**config.mk**
```make
export PLATFORM = sky130hd
export DESIGN_NAME = decode_unit
export DESIGN_NICKNAME = d
export VERILOG_FILES = /design/src/rtl/decode_unit.sv
export SDC_FILE = /design/constraint.sdc
export NUM_CORES = 2
export LEC_CHECK = 0
export BUFFER_PORTS_ARGS = -buffer_cell sky130_fd_sc_hd__buf_2
export CORE_MARGIN = 2
export CORE_UTILIZATION = 35
export DETAILED_ROUTE_END_ITERATION = 10
export GPL_ROUTABILITY_DRIVEN = 0
export GPL_TIMING_DRIVEN = 0
export PLACE_DENSITY = 0.46
export SLEW_MARGIN = 40
export SYNTH_ARGS = -nofsm -noshare
export SYNTH_HDL_FRONTEND = slang
export SYNTH_SLANG_ARGS = --single-unit
```
**constraint.sdc**
```tcl
create_clock -name stage_clk -period 37.9 [get_ports stage_clk]
set_input_delay 1.895 -clock stage_clk [delete_from_list [all_inputs] [get_ports stage_clk]]
set_output_delay 1.895 -clock stage_clk [all_outputs]
set_load 0.03 [all_outputs]
```
**src/rtl/decode_unit.sv**
```systemverilog
// RV32I decode stage: register file, immediate generator, control decode and the ID/EX
// pipeline register, with load-use hazard detection against the instruction held in ID/EX.
module decode_unit #(
  parameter int XLEN  = 32,
  parameter int NREGS = 32
) (
  input  logic            stage_clk,
  input  logic            reset,
  input  logic            stage_ena,
  input  logic            flush,
  input  logic [XLEN-1:0] instr,
  input  logic [XLEN-1:0] pc,
  input  logic            wb_we,
  input  logic [4:0]      wb_rd,
  input  logic [XLEN-1:0] wb_data,
  output logic            stall,
  output logic            id_valid,
  output logic [XLEN-1:0] id_pc,
  output logic [XLEN-1:0] id_rs1_data,
  output logic [XLEN-1:0] id_rs2_data,
  output logic [XLEN-1:0] id_imm,
  output logic [4:0]      id_rs1,
  output logic [4:0]      id_rs2,
  output logic [4:0]      id_rd,
  output logic [6:0]      id_opcode,
  output logic [2:0]      id_funct3,
  output logic            id_funct7b5,
  output logic            id_reg_we,
  output logic            id_mem_read,
  output logic            id_mem_write,
  output logic            id_illegal
);

  localparam logic [6:0] OP_R      = 7'b0110011;
  localparam logic [6:0] OP_IMM    = 7'b0010011;
  localparam logic [6:0] OP_LOAD   = 7'b0000011;
  localparam logic [6:0] OP_STORE  = 7'b0100011;
  localparam logic [6:0] OP_BRANCH = 7'b1100011;
  localparam logic [6:0] OP_JAL    = 7'b1101111;
  localparam logic [6:0] OP_JALR   = 7'b1100111;
  localparam logic [6:0] OP_LUI    = 7'b0110111;
  localparam logic [6:0] OP_AUIPC  = 7'b0010111;

  typedef struct packed {
    logic            valid;
    logic            illegal;
    logic            reg_we;
    logic            mem_read;
    logic            mem_write;
    logic [XLEN-1:0] pc;
    logic [XLEN-1:0] rs1_data;
    logic [XLEN-1:0] rs2_data;
    logic [XLEN-1:0] imm;
    logic [4:0]      rs1;
    logic [4:0]      rs2;
    logic [4:0]      rd;
    logic [6:0]      opcode;
    logic [2:0]      funct3;
    logic            funct7b5;
  } idex_t;

  function automatic logic signed [XLEN-1:0] imm_i(input logic [XLEN-1:0] i);
    return $signed({{20{i[31]}}, i[31:20]});
  endfunction

  function automatic logic signed [XLEN-1:0] imm_s(input logic [XLEN-1:0] i);
    return $signed({{20{i[31]}}, i[31:25], i[11:7]});
  endfunction

  function automatic logic signed [XLEN-1:0] imm_b(input logic [XLEN-1:0] i);
    return $signed({{19{i[31]}}, i[31], i[7], i[30:25], i[11:8], 1'b0});
  endfunction

  function automatic logic signed [XLEN-1:0] imm_u(input logic [XLEN-1:0] i);
    return $signed({i[31:12], 12'b0});
  endfunction

  function automatic logic signed [XLEN-1:0] imm_j(input logic [XLEN-1:0] i);
    return $signed({{11{i[31]}}, i[31], i[19:12], i[20], i[30:21], 1'b0});
  endfunction

  logic [XLEN-1:0] regs [NREGS];
  logic [4:0]      rs1_p0, rs2_p0, rd_p0;
  logic [XLEN-1:0] rs1_data_p0, rs2_data_p0;
  logic            use_rs1_p0, use_rs2_p0, writes_rd_p0;
  idex_t           dec_p0;
  idex_t           id_p1;

  assign rs1_p0 = instr[19:15];
  assign rs2_p0 = instr[24:20];
  assign rd_p0  = instr[11:7];

  // Read ports see this cycle's writeback so a value retiring now is not lost.
  always_comb begin
    rs1_data_p0 = '0;
    rs2_data_p0 = '0;
    if (rs1_p0 != '0) rs1_data_p0 = (wb_we && wb_rd == rs1_p0) ? wb_data : regs[rs1_p0];
    if (rs2_p0 != '0) rs2_data_p0 = (wb_we && wb_rd == rs2_p0) ? wb_data : regs[rs2_p0];
  end

  // Stage p0: decode; an all-zero word is fetch's reset value and stays a bubble.
  always_comb begin
    dec_p0       = '0;
    use_rs1_p0   = 1'b0;
    use_rs2_p0   = 1'b0;
    writes_rd_p0 = 1'b0;
    if (instr != '0) begin
      dec_p0.valid    = 1'b1;
      dec_p0.pc       = pc;
      dec_p0.rs1      = rs1_p0;
      dec_p0.rs2      = rs2_p0;
      dec_p0.rd       = rd_p0;
      dec_p0.rs1_data = rs1_data_p0;
      dec_p0.rs2_data = rs2_data_p0;
      dec_p0.opcode   = instr[6:0];
      dec_p0.funct3   = instr[14:12];
      dec_p0.funct7b5 = instr[30];
      case (instr[6:0])
        OP_R:      begin writes_rd_p0 = 1'b1; use_rs1_p0 = 1'b1; use_rs2_p0 = 1'b1; end
        OP_IMM:    begin writes_rd_p0 = 1'b1; use_rs1_p0 = 1'b1; dec_p0.imm = imm_i(instr); end
        OP_LOAD:   begin
          writes_rd_p0    = 1'b1;
          use_rs1_p0      = 1'b1;
          dec_p0.mem_read = 1'b1;
          dec_p0.imm      = imm_i(instr);
        end
        OP_STORE:  begin
          use_rs1_p0       = 1'b1;
          use_rs2_p0       = 1'b1;
          dec_p0.mem_write = 1'b1;
          dec_p0.imm       = imm_s(instr);
        end
        OP_BRANCH: begin use_rs1_p0 = 1'b1; use_rs2_p0 = 1'b1; dec_p0.imm = imm_b(instr); end
        OP_JAL:    begin writes_rd_p0 = 1'b1; dec_p0.imm = imm_j(instr); end
        OP_JALR:   begin writes_rd_p0 = 1'b1; use_rs1_p0 = 1'b1; dec_p0.imm = imm_i(instr); end
        OP_LUI,
        OP_AUIPC:  begin writes_rd_p0 = 1'b1; dec_p0.imm = imm_u(instr); end
        default:   dec_p0.illegal = 1'b1;
      endcase
      dec_p0.reg_we = writes_rd_p0 && (rd_p0 != '0);
    end
  end

  assign stall = id_p1.valid && id_p1.mem_read && (id_p1.rd != '0) && !flush &&
                 ((use_rs1_p0 && id_p1.rd == rs1_p0) || (use_rs2_p0 && id_p1.rd == rs2_p0));

  always_ff @(posedge stage_clk or posedge reset) begin
    if (reset) begin
      for (int i = 0; i < NREGS; i++) regs[i] <= '0;
    end else if (wb_we && wb_rd != '0) begin
      regs[wb_rd] <= wb_data;
    end
  end

  // Stage p1: ID/EX register; a stall inserts a bubble while fetch holds the consumer.
  always_ff @(posedge stage_clk or posedge reset) begin
    if (reset)              id_p1 <= '0;
    else if (flush || stall) id_p1 <= '0;
    else if (stage_ena)     id_p1 <= dec_p0;
  end

  assign id_valid     = id_p1.valid;
  assign id_illegal   = id_p1.illegal;
  assign id_reg_we    = id_p1.reg_we;
  assign id_mem_read  = id_p1.mem_read;
  assign id_mem_write = id_p1.mem_write;
  assign id_pc        = id_p1.pc;
  assign id_rs1_data  = id_p1.rs1_data;
  assign id_rs2_data  = id_p1.rs2_data;
  assign id_imm       = id_p1.imm;
  assign id_rs1       = id_p1.rs1;
  assign id_rs2       = id_p1.rs2;
  assign id_rd        = id_p1.rd;
  assign id_opcode    = id_p1.opcode;
  assign id_funct3    = id_p1.funct3;
  assign id_funct7b5  = id_p1.funct7b5;

endmodule

```
Word level (Yosys, flattened, before mapping) --
Index checks and enable logic that the tools add are counted.
Operators by class: add/sub/neg operators 0, multiply operators 0, div/mod/pow operators 0, order comparisons 4, equality and inequality tests 13, shift-type cells 0, muxes and demuxes 26, bitwise gates (word level) 3, reduce and logical (&&, ||, !) cells 27
Operators by type and width (number):
- bitwise mux 1024 bit | 1
- two-way mux 159 bit | 3
- binary-select mux 32 bit (select 5 bit) | 2
- two-way mux 32 bit | 9
- demux 32 bit (select 5 bit) | 1
- case mux 32 bit (5 select lines) | 1
- nonzero test 32 bit | 1
- nonzero test 5 bit | 5
- equality test 7 x 6 -> 1 bit, second input constant | 3
- equality test 7 bit, second input constant | 3
- equality test 5 bit | 4
- >= comparator 6 bit, second input constant | 3
- inverter 5 -> 6 bit | 3
- equality test 7 x 5 -> 1 bit, second input constant | 2
- logical AND 1 bit | 11
- two-way mux 1 bit | 9
- OR reduction 9 bit | 1
- equality test 7 x 2 -> 1 bit, second input constant | 1
- OR reduction 7 bit | 1
- < comparator 6 x 1 -> 1 bit, second input constant | 1
- OR reduction 3 bit | 2
- OR reduction 6 bit | 1
- logical OR 1 bit | 2
- nonzero test 2 bit | 1
- 2 further kinds | 2
Storage, ports and cells: bits in registers 1183, latch bits 0, bits in writable memories 0, memory bits (read-only) 0, bits of input ports 106, output and inout bits 160, word-level logic and storage cells 120, memories 0

Logic depth before layout (Yosys ltp) --
depth after elaboration 9, mapped depth 10, mapped depth without buffers 6

Worst setup path after synthesis --
No wires, ideal clock.
kind input port to output port, start input instr[6], end output stall, arrival time 3411 ps, required time 36005 ps, slack 32594 ps, cell stages on the path 6, buffers on the path 1, path through clkbuf_1 and3b_1 o2111ai_1 o22ai_1 and2_1 nor2b_1
Between the ends: word-level cells in the longest chain between the ends 7, elaborated cells on any way between the ends 17, those cells by class eq/ne (6); mux (4); reduce/logical (7)
Ends and longest elaborated chain:
- start, declared | line 11 | input logic [XLEN-1:0] instr,
- equality test 7 x 2 -> 1 bit (tied with other cells) | line 118 | case (instr[6:0])
- OR reduction 6 bit (no source line) or OR reduction 3 bit (tied branches)
- two-way mux 1 bit | line 118
- two-way mux 1 bit | line 107 | if (instr != '0) begin
- logical AND 1 bit | line 145 | ((use_rs1_p0 && id_p1.rd == rs1_p0) || (use_rs2_p0 && id_p1.rd == rs2_p0));
- logical OR 1 bit * | line 145
- logical AND 1 bit * | line 144 | assign stall = id_p1.valid && id_p1.mem_read && (id_p1.rd != '0) && !flush &&
- end, declared | line 16 | output logic stall,
Every way passes the cells marked *; elsewhere a longest branch is shown, timed or not.

Worst setup path after layout --
Ends and elaborated chain as after synthesis.

==> results.ini <==
[run_status]
outcome = finished clean

[cts]
cts_tree = built
clk_latency_ps = 800
cts_buffers = 144
clk_pin_slew_ps = 60
post_cts_buffers = 0
postCtsResizedCells = 0
htreeDepth = 4
hold_buffers = 0
cts-root-buf = clkbuf_16
clock_path_buffers = 3
clock-sinks = 1183

[placed_design]
io_buffers = 252
dp_slack_ps = 31560
hpwl_mm = 187

[sta]
fin_ws_ps = 32200
timing.final.crit_share = 0.150
rsz0062_at_grt = no
fin_worst_skew_ps = 25.0
drv_slew = 0
worst_slew_pin_slew_ps = 943
hold-worst-slack_ps = 477
setup_viol = 0
fin_setup_tns_ps = 0
max_freq_mhz = 175
slew-limit-headroom = 0.371
hold_viol = 0
period_needed_ps = 5700

[worst_setup_path]
critPathKind = in -> out
critPathLaunchType = input pin
arrival_ps = 3810
crit_path_end_kind = output pin
cp_slowest_cell = and2_1
crit_path_max_incr_delay_ps = 340
path_max_fanout = 10
required_ps = 36000
crit_path_frequent_cell = buf_2
crit_chain = buf_2 -> clkbuf_1 -> and3b_1 -> o2111ai_1 -> o22ai_1 -> and2_1 -> nor2b_1 -> buf_2

[power]
swShare = 0.285
p_int_w = 0.00271
p_per_area_mw_per_mm2 = 52.9
seqPwrFrac = 0.432
peakVddDrop_uv = 28.9
p_comb_frac = 0.195
p_clk_frac = 0.374
leakage_nw = 31.3
p_sw_w = 0.00108

[synth]
netlist.area_leader.share = 0.487
synth-seq-cells = 1183
seq_area_frac_synth = 0.487
ys.flop_type = dfrtp_1
synth_compound_area_frac = 0.0747
synth.distinct_cells = 54
synth_xor_xnor_area_share = 0.00288
synthTopCellsByCount = 1183 x dfrtp_1, 997 x mux2_2, 441 x mux4_2
synth_edf_count = 0
synth_area_mm2 = 0.0608
async_flop_share = 1.00
synth.area.mux_share = 0.370
syn-num-nets = 4366
syn_inst = 4260
synthTopCellsByArea = dfrtp_1 49%, mux2_2 18%, mux4_2 16%
synthAdderAreaFrac = 0
yosysMostFrequentCell = dfrtp_1
synth-simple-area-share = 0.0332
synth.largest_area_cell = dfrtp_1
synth_warnings = 0
synth_top_family_by_area = multiplexers
syn_avg_cell_area_um2 = 14.3

[drt]
wl_met1_mm = 110
ant_nets = 0
wl_met3_mm = 16.4
routedWlPerCell_um = 35.9
wl_met2_mm = 117
drc = 0
drt_iter0_markers = 3880
vias_per_cell = 5.97
highest_layer = met4
vias = 42725
totalWireLength_mm = 257
drt_first_pass_iters = 5

[finish]
fill_cells = 16279
utilization = 0.414
drive_gt1_frac = 0.479
area_growth_pct = 17.8
layout.nets = 4831

[grt]
grt_overflow = 0
track_usage = 0.288
grt_first_pass_wirelength_mm = 357
antenna_found_initial = 4
grt_max_degree = 76
grt_pass1_vias = 43655

[floorplanning]
dieArea_mm2 = 0.177
rows = 153
initial_utilization = 0.351
die-height_um = 421
core_area_mm2 = 0.173
die_w_um = 421
io_pins = 266

[flow_run]
maxCapViolations = 0

[hold_path]
min_path_type = reg -> reg

==> power by group through the flow <==
stage / combinational, W / clock, W / sequential [W]
3_3_place_gp: 0.000714 / 0 / 0.00165
3_5_place_dp: 0.000739 / 0 / 0.00165
5_1_grt: 0.000782 / 0.00150 / 0.00166
2_1_floorplan: 0.000518 / 0 / 0.00162
4_1_cts: 0.000741 / 0.00144 / 0.00163
6_report: 0.000738 / 0.00142 / 0.00164
==> through the flow <==
| stage | std cells | cell area [um^2] | total power, W |
|---|---|---|---|
| after floorplan | 4260 | 60800 | 0.00214 |
| after global placement | 6837 | 65000 | 0.00236 |
| after detailed placement | 6903 | 66900 | 0.00239 |
| after CTS | 7154 | 71600 | 0.00381 |
| after global routing | 7155 | 71600 | 0.00394 |
| final | 7157 | 71700 | 0.00379 |
==> worst paths after layout <==
check | startpoint | end | slack (ps) | cells past startpoint
worst max-delay path | instr[6] | stall | 32200 | 8
worst min-delay path | id_rs2_data[5] | id_rs2_data[5] | 480 | 2
worst max register to register | id_rd[1] | id_rs1_data[5] | 34560 | 6
worst min register to register | id_rs2_data[5] | id_rs2_data[5] | 480 | 2
max in group asynchronous | reset | id_rs1_data[15] | 34210 | 9
min in group asynchronous | reset | id_pc[22] | 1010 | 2
==> routing by layer <==
layer / global-route usage / vias up
li1: - / 17379
met4: 0.133 / 0
met3: 0.0540 / 481
met2: 0.448 / 1723
met1: 0.391 / 23142
met5: 0 / -
==> placed cells by master (no fill, tap or decap), types with 30 or more instances in the layout <==
master,netlist,layout
o22ai_1,64,64
mux2_2,997,997
mux4_2,441,441
a211oi_1,122,122
dfrtp_1,1183,1183
mux2i_1,137,137
clkbuf_16,0,147
o221ai_1,34,34
nor2_1,52,45
a21oi_1,37,37
clkbuf_8,0,30
and2_1,93,93
nand2_1,190,190
clkbuf_2,0,156
a22oi_1,33,33
clkbuf_1,349,225
a221o_1,51,51
buf_16,0,46
buf_2,66,376
a22o_1,85,85
a31oi_1,62,62
==> worst max-delay path: cells and delay by family <==
kind	cells	cell delay, ps
AND/OR/NAND/NOR	3	810
AO/OA/AOI/OAI	2	470
buffers and inverters	3	620
==> state kept, by name (all words and copies together) (netlist names) <==
signal / flops
id_imm: 32
id_illegal: 1
id_rs2: 5
id_funct3: 3
id_funct7b5: 1
id_rs1_data: 32
id_reg_we: 1
id_valid: 1
id_mem_write: 1
regs: 1024
id_mem_read: 1
id_rd: 5
id_rs2_data: 32
id_pc: 32
id_opcode: 7
id_rs1: 5
==> kinds of logic (layout without fill, tap and decap cells) <==
kind of cell / Yosys count / after routing
AO/OA/AOI/OAI: 569 / 569
XOR/XNOR: 20 / 20
flip-flops: 1183 / 1183
buffers and inverters: 493 / 1063
other: 0 / 2
multiplexers: 1575 / 1575
AND/OR/NAND/NOR: 420 / 420
==> layout make-up <==
type / instances / area [um^2] / area share
Sequential cell: 1183 / 29600 / 0.413
Multi-Input combinational cell: 2584 / 29400 / 0.410
Clock buffer: 209 / 4210 / 0.0588
Tap cell: 2325 / 2910 / 0.0406
Timing Repair Buffer: 319 / 2810 / 0.0392
Buffer: 487 / 2210 / 0.0308
Clock inverter: 42 / 524 / 0.00732
Inverter: 6 / 30.0 / 0.000419
Antenna cell: 2 / 5.00 / 0.0000699
No activity file was read; power rests on OpenSTA's default activity.
